[config.mk]
export PLATFORM = sky130hd
export DESIGN_NAME = mem_access_stage
export DESIGN_NICKNAME = d
export VERILOG_FILES = /design/src/rtl/mem_access_stage.sv
export SDC_FILE = /design/constraint.sdc
export NUM_CORES = 1
export LEC_CHECK = 0
export ABC_AREA = 1
export CAP_MARGIN = 20
export CELL_PAD_IN_SITES_DETAIL_PLACEMENT = 2
export CELL_PAD_IN_SITES_GLOBAL_PLACEMENT = 2
export CORE_MARGIN = 1.5
export CORE_UTILIZATION = 22
export CTS_CLUSTER_SIZE = 28
export DETAILED_ROUTE_END_ITERATION = 10
export PLACE_DENSITY_LB_ADDON = 0.25
export SLEW_MARGIN = 40
export SYNTH_ARGS = -nofsm -noshare
export SYNTH_HDL_FRONTEND = slang
export SYNTH_SLANG_ARGS = --single-unit
[constraint.sdc]
create_clock -name clk -period 8.2 [get_ports clk]
set_clock_uncertainty 0.1 [all_clocks]
set_input_delay 1.64 -clock clk [delete_from_list [all_inputs] [get_ports clk]]
set_output_delay 1.64 -clock clk [all_outputs]
set_load 0.03 [all_outputs]
[src/rtl/mem_access_stage.sv]
// Memory-access stage: sequences scalar (32-bit) and vector (64-bit) loads
// and stores over one 32-bit synchronous RAM port, stalls upstream during
// multi-beat accesses and feeds the MEM/WB register (bubbles while stalled).
module mem_access_stage #(
  parameter int ADDR_W = 16
) (
  input  logic              clk,
  input  logic              rst,
  input  logic              reqValid,
  input  logic              reqWrite,
  input  logic              reqVec,
  input  logic [ADDR_W-1:0] addr,
  input  logic [63:0]       storeData,
  input  logic [63:0]       aluResult,
  input  logic [1:0]        wEnRegIn,
  input  logic [3:0]        rdIn,
  output logic [ADDR_W-1:0] memAddr,
  output logic              memWe,
  output logic [31:0]       memWData,
  input  logic [31:0]       memRData,
  output logic              stall,
  output logic [1:0]        wEnRegOut,
  output logic [3:0]        rdOut,
  output logic [63:0]       writeData
);

  typedef enum logic [1:0] {
    IDLE,
    RD_HI,
    RD_WAIT,
    WR_HI
  } state_t;

  state_t            state_q, state_d;
  logic [ADDR_W-1:0] addr_q, addr_d;
  logic [31:0]       hi_q, hi_d;
  logic [31:0]       low_q, low_d;
  logic [1:0]        wen_q, wen_d;
  logic [3:0]        rd_q, rd_d;
  logic              vec_q, vec_d;

  // Second-beat address; wraps modulo 2^ADDR_W by construction.
  logic [ADDR_W-1:0] addr_next;
  assign addr_next = addr_q + ADDR_W'(1);

  // Next-state and request-latch logic; a request is only taken in IDLE.
  always_comb begin
    state_d = state_q;
    addr_d  = addr_q;
    hi_d    = hi_q;
    low_d   = low_q;
    wen_d   = wen_q;
    rd_d    = rd_q;
    vec_d   = vec_q;
    case (state_q)
      IDLE: begin
        if (reqValid) begin
          addr_d = addr;
          hi_d   = storeData[63:32];
          wen_d  = wEnRegIn;
          rd_d   = rdIn;
          vec_d  = reqVec;
          if (reqWrite) begin
            state_d = reqVec ? WR_HI : IDLE;
          end else begin
            state_d = reqVec ? RD_HI : RD_WAIT;
          end
        end
      end
      RD_HI: begin
        low_d   = memRData;
        state_d = RD_WAIT;
      end
      RD_WAIT: state_d = IDLE;
      WR_HI:   state_d = IDLE;
      default: state_d = IDLE;
    endcase
  end

  // State and latched request registers, cleared asynchronously on reset.
  always_ff @(posedge clk or posedge rst) begin
    if (rst) begin
      state_q <= IDLE;
      addr_q  <= '0;
      hi_q    <= '0;
      low_q   <= '0;
      wen_q   <= '0;
      rd_q    <= '0;
      vec_q   <= 1'b0;
    end else begin
      state_q <= state_d;
      addr_q  <= addr_d;
      hi_q    <= hi_d;
      low_q   <= low_d;
      wen_q   <= wen_d;
      rd_q    <= rd_d;
      vec_q   <= vec_d;
    end
  end

  // Output decode; everything defaults to zero so stalls emit bubbles and
  // idle RAM cycles carry no write data. Reset forces all outputs low at once.
  always_comb begin
    memAddr   = '0;
    memWe     = 1'b0;
    memWData  = '0;
    stall     = 1'b0;
    wEnRegOut = '0;
    rdOut     = '0;
    writeData = '0;
    case (state_q)
      IDLE: begin
        if (!reqValid) begin
          writeData = aluResult;
          wEnRegOut = wEnRegIn;
          rdOut     = rdIn;
        end else if (reqWrite) begin
          memWe    = 1'b1;
          memAddr  = addr;
          memWData = storeData[31:0];
          stall    = reqVec;
        end else begin
          memAddr = addr;
          stall   = 1'b1;
        end
      end
      RD_HI: begin
        memAddr = addr_next;
        stall   = 1'b1;
      end
      RD_WAIT: begin
        writeData = vec_q ? {memRData, low_q} : {32'h0, memRData};
        wEnRegOut = wen_q;
        rdOut     = rd_q;
      end
      WR_HI: begin
        memWe    = 1'b1;
        memAddr  = addr_next;
        memWData = hi_q;
      end
      default: ;
    endcase
    if (rst) begin
      memAddr   = '0;
      memWe     = 1'b0;
      memWData  = '0;
      stall     = 1'b0;
      wEnRegOut = '0;
      rdOut     = '0;
      writeData = '0;
    end
  end

endmodule

# Word-level counts from Yosys, hierarchy flattened
# Index checks and enable logic that the tools add are counted.
# W data, S select, Z words.
word_totals:
  register_bits: 89
  in_bits: 187
  output_inout_bits: 120
  wordCells: 46
classes:
  add_sub_neg: 1
  n_eq_ne: 4
  muxes: 30
  n_reduce_logical: 4
ops:
  columns: ["operator", "n"]
  rows:
  - ["$mux W64", 3]
  - ["$pmux W64 S2", 1]
  - ["$mux W32", 3]
  - ["$pmux W32 S2", 1]
  - ["$mux W16", 2]
  - ["$pmux W16 S2", 1]
  - ["$add A16 B1 Y16 const B", 1]
  - ["$mux W2", 6]
  - ["$mux W4", 2]
  - ["$pmux W4 S2", 1]
  - ["$mux W1", 6]
  - ["$pmux W2 S3", 1]
  - ["$eq A2 B2 Y1 const B", 2]
  - ["$pmux W1 S2", 2]
  - ["$pmux W2 S2", 1]
  - ["$reduce_or A2 Y1", 2]
  - ["$eq A2 B1 Y1 const B", 1]
  - ["$logic_not A2 Y1", 1]
  - ["$ne A2 B2 Y1 const B", 1]
  - ["$reduce_and A2 Y1", 1]

# Depth between registers and ports, before layout
depth:
  word_depth: 4
  ltp_mapped: 10
  mapped_depth_nobuf: 8

# Worst setup path before layout
# OpenSTA, ideal clock, no wires.
synth_path:
  path_kind: "input port to output port"
  start: "input rst"
  end: "output memWData[11]"
  arrival_ns: 2.694
  t_required_ns: 6.460
  path_slack_ns: 3.766
  stages: 5
  n_path_buf: 3
  path_cell_list: "buf_6 > or2_1 > buf_2 > buf_4 > nor2_1"
synth_via:
  elab_chain_cells: 1
synth_rtl:
  columns: ["item", "line_no", "rtl"]
  rows:
  - ["start: declaration", "8", "input logic rst,"]
  - ["$mux W32", "143", "if (rst) begin"]
  - ["end: declaration", "19", "output logic [31:0] memWData,"]
# Every way passes these cells.

# Final worst setup path
layout_path:
  start: "input reqValid"
  end: "output writeData[3]"
layout_via:
  elab_chain_cells: 3
layout_rtl:
  columns: ["item", "line_no", "rtl"]
  rows:
  - ["start: declaration", "9", "input logic reqValid,"]
  - ["$mux W64", "113", "if (!reqValid) begin"]
  - ["$pmux W64 S2", "111", "case (state_q)"]
  - ["$mux W64", "143", null]
  - ["end: declaration", "24", "output logic [63:0] writeData"]
# Every way passes these cells.

==> results.md <==
- # H-tree levels: 3
- Most common cell after layout, fill and taps aside: sky130_fd_sc_hd__clkdlybuf4s50_1
- Most used cells in the layout excluding fill and tap cells: sky130_fd_sc_hd__clkdlybuf4s50_1, sky130_fd_sc_hd__nand2_1, sky130_fd_sc_hd__dfrtp_1
- Maximum fanout count along the critical path: 42
- Syn Nets: 1045
- Share of synthesized area occupied by flip-flops and latches: a little under two fifths
- Horizontal die dimension: 166 µm
- Final-report hold violation count: 0
- Maximum buffer depth of the clock tree: 2
- Required arrival time at the worst endpoint: 6.46 ns
- Global-route total usage across every layer: 18.6%
- Sum of negative setup slack: 0 ns
- Hold WC Path Type: reg2reg
- Synth Register Bits: 89
- Average cell area after synthesis: 6.85 µm²
- Setup repair after global routing missed its margin: no
- Relative slew slack: 48.5%
- Placeable core region: approximately 26000 µm²
- Max-slew violation count: 0
- Clock edge transition at the registers on the reported setup and hold paths: 0.07 ns
- Final weighted congestion in routability-driven placement: 0.714
- Number of distinct library cells after synthesis: 26
- Number of antenna-violating nets in the routed design: 0
- Buffers inserted during post-CTS setup optimization: 0
- Number of vias after detailed routing: 6814
- Endpoint class of the critical path: output pin
- Endpoint arrival time on the critical path: 4.36 ns
- Critical path class: in2out
- Gate Count Post-Synth: 851
- Met2 layer wire length in the routed design: 12200 µm
- Worst-case vdd ir drop: 0.0779 mV
- CTS tree: yes
- HPWL after detailed placement: between 15000 and 20000 µm
- Antenna Diode Count: 0
- Outcome: complete, no violations
- Leakage: about 3.8 nW
- Initial Utilization: between 20 and 25%
- Detailed router's first-iteration violation count: 236
- Max-cap violations: 0
- Via-to-Cell Ratio: 4.69
- First-pass GRT wire length: ~41000 µm
- Critical Path Start Type: primary input
- Pin count of the biggest net entering global routing: 65
- Pin slew with the least headroom to its limit: approximately 0.77 ns
- Top layer in use: met4
- Slack of the critical path: 2.10 ns
- Post-route minimum period: 6.10 ns
- DRC viols: 0
- Number of optimization iterations in the first detailed-route pass: 4
- Post-CTS Hold Buffers: 0
- Post-Place Setup Slack: 2.06 ns
- Power consumption: approximately 2.7 mW
- Layout Area Growth over Synthesis: 60.1%
- Port Buffer Count: 306
- Setup-violating endpoint count in the final report: 0
- Count of nets after finishing: 1307
- Met3 wire length: roughly 1300 µm
- CTS Buf Count: 9
- Die Outline Area: 27500 µm²
- Max frequency: ~160 MHz
- Part of the cycle the worst path needs: between 70% and 80%
- Latest clock arrival within the worst-skew pair: 0.34 ns
- Power density over cell area: 284 nW/µm²
- Row count: 59
- Clock root buffer: sky130_fd_sc_hd__clkbuf_16
- Die Y-Extent: 166 µm
- Cell Area, Synth: 5830 µm²
- Share of post-route cells with drive strength above 1: 4.38%
- Number of global-route vias before repair: between 7k and 8k
- GRT overflow: 0
- Post-detailed-routing wire length: 25400 µm
- Number of sinks handled by clock tree synthesis: 89
- Met1 wire length: ~12000 µm
- Post-cts gate resize count: 0
- Antenna violations before repair: 0
- Top cell type's share of synthesized area: 38.2%
- Cell type with the largest total area after synthesis: sky130_fd_sc_hd__dfrtp_1
- Yosys warning total: 0
- Io pins: 307
- Most area-consuming cells after synthesis: sky130_fd_sc_hd__dfrtp_1, sky130_fd_sc_hd__nand2_1, sky130_fd_sc_hd__a22oi_1
- Routed WL per cell: 17.5 µm
==> path summary, 6_finish.rpt <==
kind	start	endpoint	slack, ns	depth (start not counted)
worst max-delay path	reqValid	writeData[3]	2.10	6
worst min-delay path	hi_q[13]	hi_q[13]	0.39	2
worst max register to register	state_q[0]	addr_q[0]	5.87	7
worst min register to register	hi_q[13]	hi_q[13]	0.39	2
max in group asynchronous	rst	hi_q[30]	5.31	3
min in group asynchronous	rst	low_q[19]	1.57	2
==> worst max-delay path, cell delays in order <==
cell	delay (ns)
sky130_fd_sc_hd__clkdlybuf4s50_1	0.49
sky130_fd_sc_hd__nor2_4	0.64
sky130_fd_sc_hd__buf_4	0.53
sky130_fd_sc_hd__a22oi_1	0.17
sky130_fd_sc_hd__nor2_1	0.14
sky130_fd_sc_hd__clkdlybuf4s50_1	0.71
==> Yosys cell counts <==
cell	n
sky130_fd_sc_hd__a21oi_1	55
sky130_fd_sc_hd__a21oi_2	2
sky130_fd_sc_hd__a22oi_1	64
sky130_fd_sc_hd__a31oi_1	1
sky130_fd_sc_hd__buf_1	4
sky130_fd_sc_hd__buf_2	21
sky130_fd_sc_hd__buf_4	6
sky130_fd_sc_hd__buf_6	8
sky130_fd_sc_hd__clkbuf_1	26
sky130_fd_sc_hd__dfrtp_1	89
sky130_fd_sc_hd__ha_1	7
sky130_fd_sc_hd__inv_1	58
sky130_fd_sc_hd__inv_2	3
sky130_fd_sc_hd__inv_4	1
sky130_fd_sc_hd__nand2_1	271
sky130_fd_sc_hd__nand2_2	5
sky130_fd_sc_hd__nand3_1	46
sky130_fd_sc_hd__nand3_2	2
sky130_fd_sc_hd__nand4_1	2
sky130_fd_sc_hd__nor2_1	77
sky130_fd_sc_hd__nor2_2	3
sky130_fd_sc_hd__nor2_4	3
sky130_fd_sc_hd__o21ai_0	77
sky130_fd_sc_hd__o21ai_1	16
sky130_fd_sc_hd__o21bai_1	1
sky130_fd_sc_hd__or2_1	3
==> where the power goes <==
part	internal (mW)	switching [mW]
logic	0.519	0.950
registers	0.650	0.121
clock network	0.217	0.196
==> logic make-up (layout without fill, tap and decap cells) <==
kind of cell,after synthesis,count (layout),synth area share (%)
AND/OR/NAND/NOR,412,412,28.7
AO/OA/AOI/OAI,216,216,21.5
flip-flops,89,89,38.2
adder cells (fa/ha/maj),7,7,1.50
buffers and inverters,127,394,10.1
==> per-layer routing <==
layer,GRT usage [%],vias up
met5,0,-
met2,31.4,205
met3,3.77,17
met4,3.92,0
li1,-,3304
met1,24.6,3288
==> through the flow <==
step	utilization, %	hold WS (ns)	cells	instance area [µm²]
floorplan	-	0.349	851	5830
global placement	34.7	0.366	1437	9040
detailed placement	34.7	0.369	1437	9040
global route	35.8	0.410	1453	9330
CTS	35.8	0.388	1453	9330
finish	35.8	0.386	1453	9330
==> flip-flops by register name, indices dropped and copies added, names as in the netlist <==
register  count
addr_q       16
hi_q         32
low_q        32
rd_q          4
state_q       2
vec_q         1
wen_q         2
==> layout make-up <==
cell class | count | area (µm²)
Clock buffer | 10 | 239
Clock inverter | 6 | 50.0
Fill cell | 3084 | 16700
Inverter | 62 | 240
Multi-Input combinational cell | 635 | 3020
Sequential cell | 89 | 2230
Tap cell | 335 | 419
Timing Repair Buffer | 316 | 3130
Power figures use the tool's default switching activity.
